==> config.mk <==
export PLATFORM = sky130hd
export DESIGN_NAME = cut_sweep_sequencer
export DESIGN_NICKNAME = d
export VERILOG_FILES = /design/src/rtl/cut_sweep_sequencer.sv
export SDC_FILE = /design/constraint.sdc
export NUM_CORES = 1
export LEC_CHECK = 0
export BUFFER_PORTS_ARGS = -buffer_cell sky130_fd_sc_hd__buf_2
export CAP_MARGIN = 10
export CORE_MARGIN = 2
export CORE_UTILIZATION = 45
export CTS_CLUSTER_SIZE = 30
export DETAILED_ROUTE_END_ITERATION = 12
export PLACE_DENSITY = 0.75
export SETUP_SLACK_MARGIN = 0.1
export SLEW_MARGIN = 20
export SYNTH_ARGS = -nofsm -noshare
export SYNTH_HDL_FRONTEND = slang
export SYNTH_SLANG_ARGS = --single-unit
==> constraint.sdc <==
create_clock -name clk -period 1.59 [get_ports clk]
set_input_delay 0.159 -clock clk [delete_from_list [all_inputs] [get_ports clk]]
set_output_delay 0.159 -clock clk [all_outputs]
set_load 0.02 [all_outputs]
==> src/rtl/cut_sweep_sequencer.sv <==
// cut_sweep_sequencer
// Exhaustive stimulus sequencer for one small combinational circuit-under-test.
// Walks every input vector in ascending order and holds each vector for SETTLE
// cycles. It then captures the CUT outputs, compares them against the expected
// ROM, folds them into a 16-bit MISR and streams each captured beat out over a
// valid/ready interface.
// rst_n asserts asynchronously; its deassertion is expected to arrive already
// synchronised to clk.

module cut_sweep_sequencer #(
    parameter int          N_IN      = 4,
    parameter int          N_OUT     = 10,
    parameter int          SETTLE    = 1,
    parameter logic [15:0] MISR_POLY = 16'h1021,
    parameter logic [15:0] MISR_SEED = 16'hFFFF
) (
    input  logic              clk,
    input  logic              rst_n,
    input  logic              start,
    input  logic              abort,
    output logic [N_IN-1:0]   x,
    input  logic [N_OUT-1:0]  f,
    output logic [N_IN-1:0]   exp_addr,
    input  logic [N_OUT-1:0]  exp_data,
    output logic              cap_valid,
    input  logic              cap_ready,
    output logic [N_IN-1:0]   cap_idx,
    output logic [N_OUT-1:0]  cap_data,
    output logic              cap_err,
    output logic              busy,
    output logic              done,
    output logic              aborted,
    output logic [N_IN:0]     mismatch_cnt,
    output logic              first_fail_valid,
    output logic [N_IN-1:0]   first_fail_idx,
    output logic [15:0]       signature
);

    typedef enum logic [2:0] {
        S_IDLE,
        S_APPLY,
        S_CAPTURE,
        S_EMIT,
        S_DONE
    } state_t;

    // Settle down-counter counts SETTLE-1 .. 0, so it needs clog2(SETTLE) bits.
    localparam int               CW          = (SETTLE > 1) ? $clog2(SETTLE) : 1;
    localparam logic [CW-1:0]    SETTLE_LOAD = CW'(SETTLE - 1);
    localparam logic [N_IN-1:0]  LAST_IDX    = '1;

    state_t              r_state;
    state_t              w_next;
    logic [N_IN-1:0]     r_idx;
    logic [CW-1:0]       r_settle;

    logic                r_cap_valid;
    logic [N_IN-1:0]     r_cap_idx;
    logic [N_OUT-1:0]    r_cap_data;
    logic                r_cap_err;

    logic                r_aborted;
    logic [N_IN:0]       r_mismatch_cnt;
    logic                r_first_fail_valid;
    logic [N_IN-1:0]     r_first_fail_idx;
    logic [15:0]         r_sig;

    logic                w_start_sweep;
    logic                w_abort;
    logic                w_capture;
    logic                w_handshake;
    logic                w_err;
    logic [15:0]         w_sig_next;

    // Qualified events; abort only counts outside IDLE and beats start/handshake.
    assign w_start_sweep = (r_state == S_IDLE) && start;
    assign w_abort       = (r_state != S_IDLE) && abort;
    assign w_capture     = (r_state == S_CAPTURE) && !abort;
    assign w_handshake   = (r_state == S_EMIT) && cap_ready && !abort;
    assign w_err         = (f != exp_data);
    assign w_sig_next    = {r_sig[14:0], 1'b0}
                         ^ (r_sig[15] ? MISR_POLY : 16'h0000)
                         ^ 16'(f);

    // State register.
    always_ff @(posedge clk or negedge rst_n) begin
        // NOTE: sequential state uses non-blocking assignments so every flop
        // samples pre-edge values regardless of block evaluation order.
        if (!rst_n) begin
            r_state <= S_IDLE;
        end else begin
            r_state <= w_next;
        end
    end

    // Next-state decode; abort from any busy state overrides the normal flow.
    always_comb begin
        // NOTE: the default assignment first keeps every path driven, so no
        // latch is inferred for w_next.
        w_next = r_state;
        case (r_state)
            S_IDLE:    if (start) w_next = S_APPLY;
            S_APPLY:   if (r_settle == '0) w_next = S_CAPTURE;
            S_CAPTURE: w_next = S_EMIT;
            S_EMIT:    if (cap_ready) w_next = (r_idx == LAST_IDX) ? S_DONE : S_APPLY;
            S_DONE:    w_next = S_IDLE;
            default:   w_next = S_IDLE;
        endcase
        if ((r_state != S_IDLE) && abort) w_next = S_IDLE;
    end

    // Vector index and settle counter; index returns to 0 whenever the sweep ends.
    always_ff @(posedge clk or negedge rst_n) begin
        if (!rst_n) begin
            r_idx    <= '0;
            r_settle <= '0;
        end else if (w_start_sweep) begin
            r_idx    <= '0;
            r_settle <= SETTLE_LOAD;
        end else if (w_abort) begin
            r_idx    <= '0;
        end else begin
            case (r_state)
                S_APPLY: begin
                    if (r_settle != '0) r_settle <= r_settle - CW'(1);
                end
                S_EMIT: begin
                    if (cap_ready && (r_idx != LAST_IDX)) begin
                        r_idx    <= r_idx + N_IN'(1);
                        r_settle <= SETTLE_LOAD;
                    end
                end
                S_DONE:  r_idx <= '0;
                default: ;
            endcase
        end
    end

    // Capture beat: loaded in CAPTURE, held through EMIT until the handshake.
    always_ff @(posedge clk or negedge rst_n) begin
        if (!rst_n) begin
            r_cap_valid <= 1'b0;
            r_cap_idx   <= '0;
            r_cap_data  <= '0;
            r_cap_err   <= 1'b0;
        end else if (w_abort) begin
            r_cap_valid <= 1'b0;
        end else if (w_capture) begin
            r_cap_valid <= 1'b1;
            r_cap_idx   <= r_idx;
            r_cap_data  <= f;
            r_cap_err   <= w_err;
        end else if (w_handshake) begin
            r_cap_valid <= 1'b0;
        end
    end

    // Sweep results: cleared on start, updated per capture, held after the sweep.
    always_ff @(posedge clk or negedge rst_n) begin
        if (!rst_n) begin
            r_aborted          <= 1'b0;
            r_mismatch_cnt     <= '0;
            r_first_fail_valid <= 1'b0;
            r_first_fail_idx   <= '0;
            r_sig              <= MISR_SEED;
        end else if (w_start_sweep) begin
            r_aborted          <= 1'b0;
            r_mismatch_cnt     <= '0;
            r_first_fail_valid <= 1'b0;
            r_first_fail_idx   <= '0;
            r_sig              <= MISR_SEED;
        end else begin
            if (w_abort) r_aborted <= 1'b1;
            if (w_capture) begin
                r_sig <= w_sig_next;
                if (w_err) begin
                    r_mismatch_cnt <= r_mismatch_cnt + (N_IN+1)'(1);
                    if (!r_first_fail_valid) begin
                        r_first_fail_valid <= 1'b1;
                        r_first_fail_idx   <= r_idx;
                    end
                end
            end
        end
    end

    assign x                = r_idx;
    assign exp_addr         = r_idx;
    assign cap_valid        = r_cap_valid;
    assign cap_idx          = r_cap_idx;
    assign cap_data         = r_cap_data;
    assign cap_err          = r_cap_err;
    assign busy             = (r_state != S_IDLE);
    assign done             = (r_state == S_DONE);
    assign aborted          = r_aborted;
    assign mismatch_cnt     = r_mismatch_cnt;
    assign first_fail_valid = r_first_fail_valid;
    assign first_fail_idx   = r_first_fail_idx;
    assign signature        = r_sig;

endmodule

======== After elaboration in Yosys (flattened, before gate mapping) ========
Cells that the tools add are included.
storage, ports and cells
  input bits .............................. 25
  register bits ........................... 51
  output and inout bits ................... 53
  word-level logic and storage cells ...... 86
operators by class
  equality and inequality tests ........... 14
  reductions and logical operators ........ 21
  mux-type cells .......................... 33
  bitwise logic cells ..................... 3
  add/sub/neg operators ................... 3
operators with widths
  kind                 number
  $mux 16              2
  $mux 4               7
  $xor 16x10->16       1
  $xor 16x13->16       1
  $mux 3               5
  $mux 5               3
  $mux 13              1
  $mux 1               12
  $pmux 3 s4           1
  $ne 10x10->1         1
  $ne 3x3->1 const B   3
  $reduce_and 3->1     3
  $reduce_bool 3->1    3
  $pmux 4 s2           1
  $eq 3x2->1 const B   2
  $logic_and 1x1->1    6
  $reduce_and 2->1     3
  $reduce_bool 2->1    3
  $add 5x1->5 const B  1
  $add 4x1->4 const B  1
  $eq 4x4->1 const B   1
  $ne 4x3->1 const B   1
  $ne 4x4->1 const B   1
  $reduce_bool 4->1    1
  other kinds (10)     10

======== Logic depth before layout (Yosys ltp) ========
  depth in word-level cells ............... 6
  gate-level depth with buffers ........... 6
  depth with buffers taken out ............ 6

======== Least setup slack after synthesis ========
Ideal clock, no wire load.
  kind .................................... reg2reg
  start ................................... register r_idx[0] (netlist: exp_addr[0])
  end ..................................... register r_idx[0] (netlist: exp_addr[0])
  stages on the path, launching flop included .. 7
  path buffers ............................ 0
  arrival time ............................ 1.664 ns
  path slack .............................. -0.168 ns
  cell sequence ........................... dfrtp_1 > ha_1 > and3_1 > nor3_1 > or2_2 > nor2_1 > a211oi_1
on the way
  word-level cells in the longest chain between the ends .. 5
  elaborated cells on any way between the ends .. 9
  classes of those cells .................. add/sub: 1; eq/ne: 2; mux: 4; reduce/logical: 2
RTL lines
  element                   line  text
  start: declaration        54    logic [N_IN-1:0] r_idx;
  start signal: assignment  129   r_idx <= r_idx + N_IN'(1);
  $add 4x1->4               129
  $mux 4                    128   if (cap_ready && (r_idx != LAST_IDX)) begin
  $pmux 4 s2                123   case (r_state)
  $mux 4                    120   end else if (w_abort) begin
  $mux 4                    117   end else if (w_start_sweep) begin
Several ways; a longest one is shown, not always the timed one. The select of a mux whose other input is x is not followed.
A chain may end at the register's enable or synchronous reset.

======== Final worst setup path ========
  start ................................... register r_state[2]
  end ..................................... register r_first_fail_idx[3] (netlist: first_fail_idx[3])
on the way
  word-level cells in the longest chain between the ends .. 4
  elaborated cells on any way between the ends .. 9
  classes of those cells .................. eq/ne: 2; mux: 1; reduce/logical: 6
RTL lines
  element                                                           line    text
  start: declaration                                                52      state_t r_state;
  start signal: assignment                                          92      r_state <= w_next;
  $logic_not 3->1 or $eq 3x2->1 (tied branches)                     76, 78
  $logic_and 1x1->1, on equally long branches                       76, 78
  $ne 2x1->1 (no source line) or $reduce_bool 2->1 (tied branches)  n/a
  $reduce_and 3->1 (no source line)                                 n/a
  end signal: assignment                                            180     r_first_fail_idx <= r_idx;
  end: declaration                                                  65      logic [N_IN-1:0] r_first_fail_idx;
Several ways; a longest one is shown, not always the timed one.

==> impl_metrics.sql <==
INSERT INTO impl_metrics (metric_group, metric, value, unit) VALUES
('outcome', 'run_status', 'finished, violations left', ''),
('outcome', 'violations', 'negative setup slack', ''),
('critical_path', 'setup_crit_start', 'r_state[2]$_DFFE_PN0P_', ''),
('synth', 'synth_edf_count', '0', ''),
('synth', 'synth.top_cell.area_share', '36.27', '%'),
('cells_and_area', 'final_layout_size_suffix_gt1_share', '49.84', '%'),
('placement', 'placement.io_buffers', '77', ''),
('critical_path', 'worst_r2r_path_depth', '4', ''),
('floorplanning', 'core_footprint', '5075', 'um2'),
('sta', 'finalSetupViolations', '27', ''),
('synth', 'yosys_register_bits', '50', ''),
('run', 'timing.max_cap.violations', '0', ''),
('synth', 'synth-main-ff-cell', 'dfrtp_1', ''),
('global_routing', 'number_of_global_route_vias_before_repair', '1790', ''),
('global_routing', 'met1_layer_usage_reported_by_global_route', '24.37', '%'),
('global_routing', 'antenna_violations_before_repair', '0', ''),
('global_routing', 'globalRoute.totalOverflow', '0', ''),
('critical_path', 'timing.critical_path.arrival', '1.86', 'ns'),
('sta', 'max_slew.worst_pin.slew', '0.3836', 'ns'),
('synth', 'synth-xor-area-share', '8.960', '%'),
('global_routing', 'grt_max_degree', '51', ''),
('floorplanning', 'pin_count', '78', ''),
('detailed_routing', 'detail_route.iter0.violations', '94', ''),
('critical_path', 'setup.reg_to_reg.worst_slack', '-0.09', 'ns'),
('sta', 'worst_slack', '-0.09067', 'ns'),
('pwr', 'static-leakage-power', '1.591', 'nW'),
('synth', 'synth.area.mux_share', '10.35', '%'),
('detailed_routing', 'ant_nets', '0', ''),
('cells_and_area', 'layout.filler_cells', '426', ''),
('detailed_routing', 'vias_per_cell', '4.893', ''),
('sta', 'final_period_utilization', '105.7', '%'),
('synth', 'mappedNetlistArea', '2346', 'um2'),
('sta', 'maxSlewHeadroom', '74.43', '%'),
('detailed_routing', 'drc_errors', '0', ''),
('floorplanning', 'floorplan.rows', '26', ''),
('global_routing', 'grtUsageTotal', '18.85', '%'),
('clocking', 'cts_sinks', '50', ''),
('pwr', 'power_switching', '1.480', 'mW'),
('synth', 'seq_area_frac_synth', '54.19', '%'),
('critical_path', 'rr_endpoint', 'first_fail_idx[3]$_DFFE_PN0P_', ''),
('critical_path', 'timing.critical_path.from_type', 'flop', ''),
('synth', 'complex_gate_fraction_of_the_synthesized_area', '8.320', '%'),
('clocking', 'ctsHtreeMaxLevel', '2', ''),
('clocking', 'clock_latency', '0.29', 'ns'),
('sta', 'finalMaxSlewViolations', '0', ''),
('sta', 'max_freq', '595.0', 'MHz'),
('pwr', 'internal-power', '2.711', 'mW'),
('floorplanning', 'starting_density', '46.23', '%'),
('clocking', 'clockBufferDepth', '2', ''),
('cells_and_area', 'area.growth.synth_to_final', '35.41', '%'),
('cells_and_area', 'diodes', '0', ''),
('synth', 'synth-async-reset-ratio', '100.0', '%'),
('pwr', 'power_frac_comb', '36.7', '%'),
('cells_and_area', 'count_of_nets_after_finishing', '331', ''),
('synth', 'ys_warn_count', '0', ''),
('clocking', 'cts_root_buf', 'clkbuf_8', ''),
('clocking', 'clock_pin_transition_on_the_worst_setup_and_hold_timing_paths', '0.08', 'ns'),
('floorplanning', 'dieArea', '5807', 'um2'),
('critical_path', 'crit_path_end', 'first_fail_idx[3]$_DFFE_PN0P_', ''),
('sta', 'finalHoldViolations', '0', ''),
('sta', 'period_minus_slack', '1.681', 'ns'),
('synth', 'synthDominantAreaCellType', 'dfrtp_1', ''),
('critical_path', 'worstSetupEndpointType', 'flop', ''),
('detailed_routing', 'routed_wirelength', '5287', 'um'),
('global_routing', 'grt_busiest_layer', 'met2', ''),
('synth', 'mean_cell_area_of_the_mapped_netlist', '11.28', 'um2'),
('clocking', 'numCtsBuffers', '5', ''),
('detailed_routing', 'avgRoutedWirePerCell', '14.10', 'um'),
('sta', 'rsz0062_at_grt', 'yes', ''),
('critical_path', 'path_max_fanout', '8', ''),
('critical_path', 'worstSetupPathType', 'flop to flop', '');
[Yosys cell counts (4+ instances only)]
cell type	count
nor2_1	11
mux2_2	10
nand2_1	34
dfstp_2	16
dfrtp_1	34
mux2i_1	13
o211ai_1	11
o21ai_0	6
buf_4	5
clkbuf_1	4
inv_1	6
xor2_1	11
xnor2_1	13
[worst min path at each step]
stage / start / end
detailed placement: rst_n / cap_data[1]$_DFFE_PN0P_
global placement: rst_n / cap_data[1]$_DFFE_PN0P_
finish: f[3] / cap_data[3]$_DFFE_PN0P_
floorplan: rst_n / aborted$_DFFE_PN0P_
global route: f[4] / cap_data[4]$_DFFE_PN0P_
CTS: f[3] / cap_data[3]$_DFFE_PN0P_
[power by group through the flow]
stage          combinational [mW]  clock (mW)  sequential, mW
2_1_floorplan               0.558           0            2.24
3_3_place_gp                 1.43           0            1.87
3_5_place_dp                 1.46           0            1.88
4_1_cts                      1.52       0.827            1.85
5_1_grt                      1.65       0.870            1.90
6_report                     1.54       0.801            1.85
[metal layers]
layer  up-vias  share of wire (%)
met2        42                 51
met1       884                 44
li1        903                  -
met3         6                3.2
met5         -                  0
met4         0                1.6
[through the flow]
step | cell area [um2] | util, % | setup TNS, ns | power [mW] | hold slack [ns]
floorplan | 2401 | - | -1.067 | 2.795 | -0.1366
global placement | 2894 | 57.03 | -0.08727 | 3.301 | 0.1634
detailed placement | 2894 | 57.03 | -0.6278 | 3.332 | 0.1661
CTS | 3127 | 61.61 | -0.9937 | 4.198 | 0.1371
global route | 3177 | 62.60 | -2.324 | 4.425 | 0.1346
finish | 3177 | 62.60 | -0.9334 | 4.192 | 0.1445
[flip-flops by register name, indices dropped and copies added, names as in the netlist]
name              flops
r_state               3
exp_addr              4
mismatch_cnt          5
cap_err               1
first_fail_valid      1
cap_data             10
aborted               1
signature            16
first_fail_idx        4
cap_idx               4
cap_valid             1
[layout by cell type, fill, tap and decap left out, types with 2 or more instances in the layout]
cell / count
buf_2: 76
o21ai_0: 3
a21o_1: 2
nand2_1: 34
nor4_1: 2
o211ai_1: 11
clkbuf_1: 2
dfstp_2: 16
nor2_2: 2
a21oi_1: 2
o21ai_1: 2
mux2_2: 10
xor2_1: 11
nand4_1: 3
clkbuf_8: 5
dfrtp_2: 2
dfrtp_1: 32
nor3_4: 2
inv_1: 6
nand3_1: 2
buf_12: 3
nor2_1: 8
buf_4: 19
mux2i_2: 2
nor4b_1: 2
mux2i_1: 11
xnor2_1: 13
[logic make-up (layout without fill, tap and decap cells)]
logic type	count (synthesis)	after routing
xor+xnor	24	24
fa+ha+maj	2	2
mux	23	23
buf+inv	19	116
simple gates	63	63
compound gates	27	27
flops	50	50
[repair_timing]
action / in CTS / in global routing
resized for setup: 13 / 11
cloned: 1 / 0
hold buffers: 1 / 0
buffers inserted: 6 / 1
hold endpoints to repair: 34 / 0
pin swaps: 7 / 9
setup endpoints to repair: 37 / 46
[worst max-delay path: stages, from the launching register on]
cell and delay [ns]:
dfrtp_1 0.39, or4_4 0.54, a31oi_4 0.28, nand2b_2 0.17, mux2i_2 0.18
[layout make-up]
class | count | area (um2) | area share (%)
clock buffers | 8 | 101.3 | 3.190
inverters | 6 | 22.52 | 0.7089
multi-input cells | 139 | 1040 | 32.73
flip-flops and latches | 50 | 1274 | 40.09
well taps | 70 | 87.58 | 2.757
repair buffers | 102 | 651.9 | 20.52
Note: power is estimated with default switching activity, not from simulation.
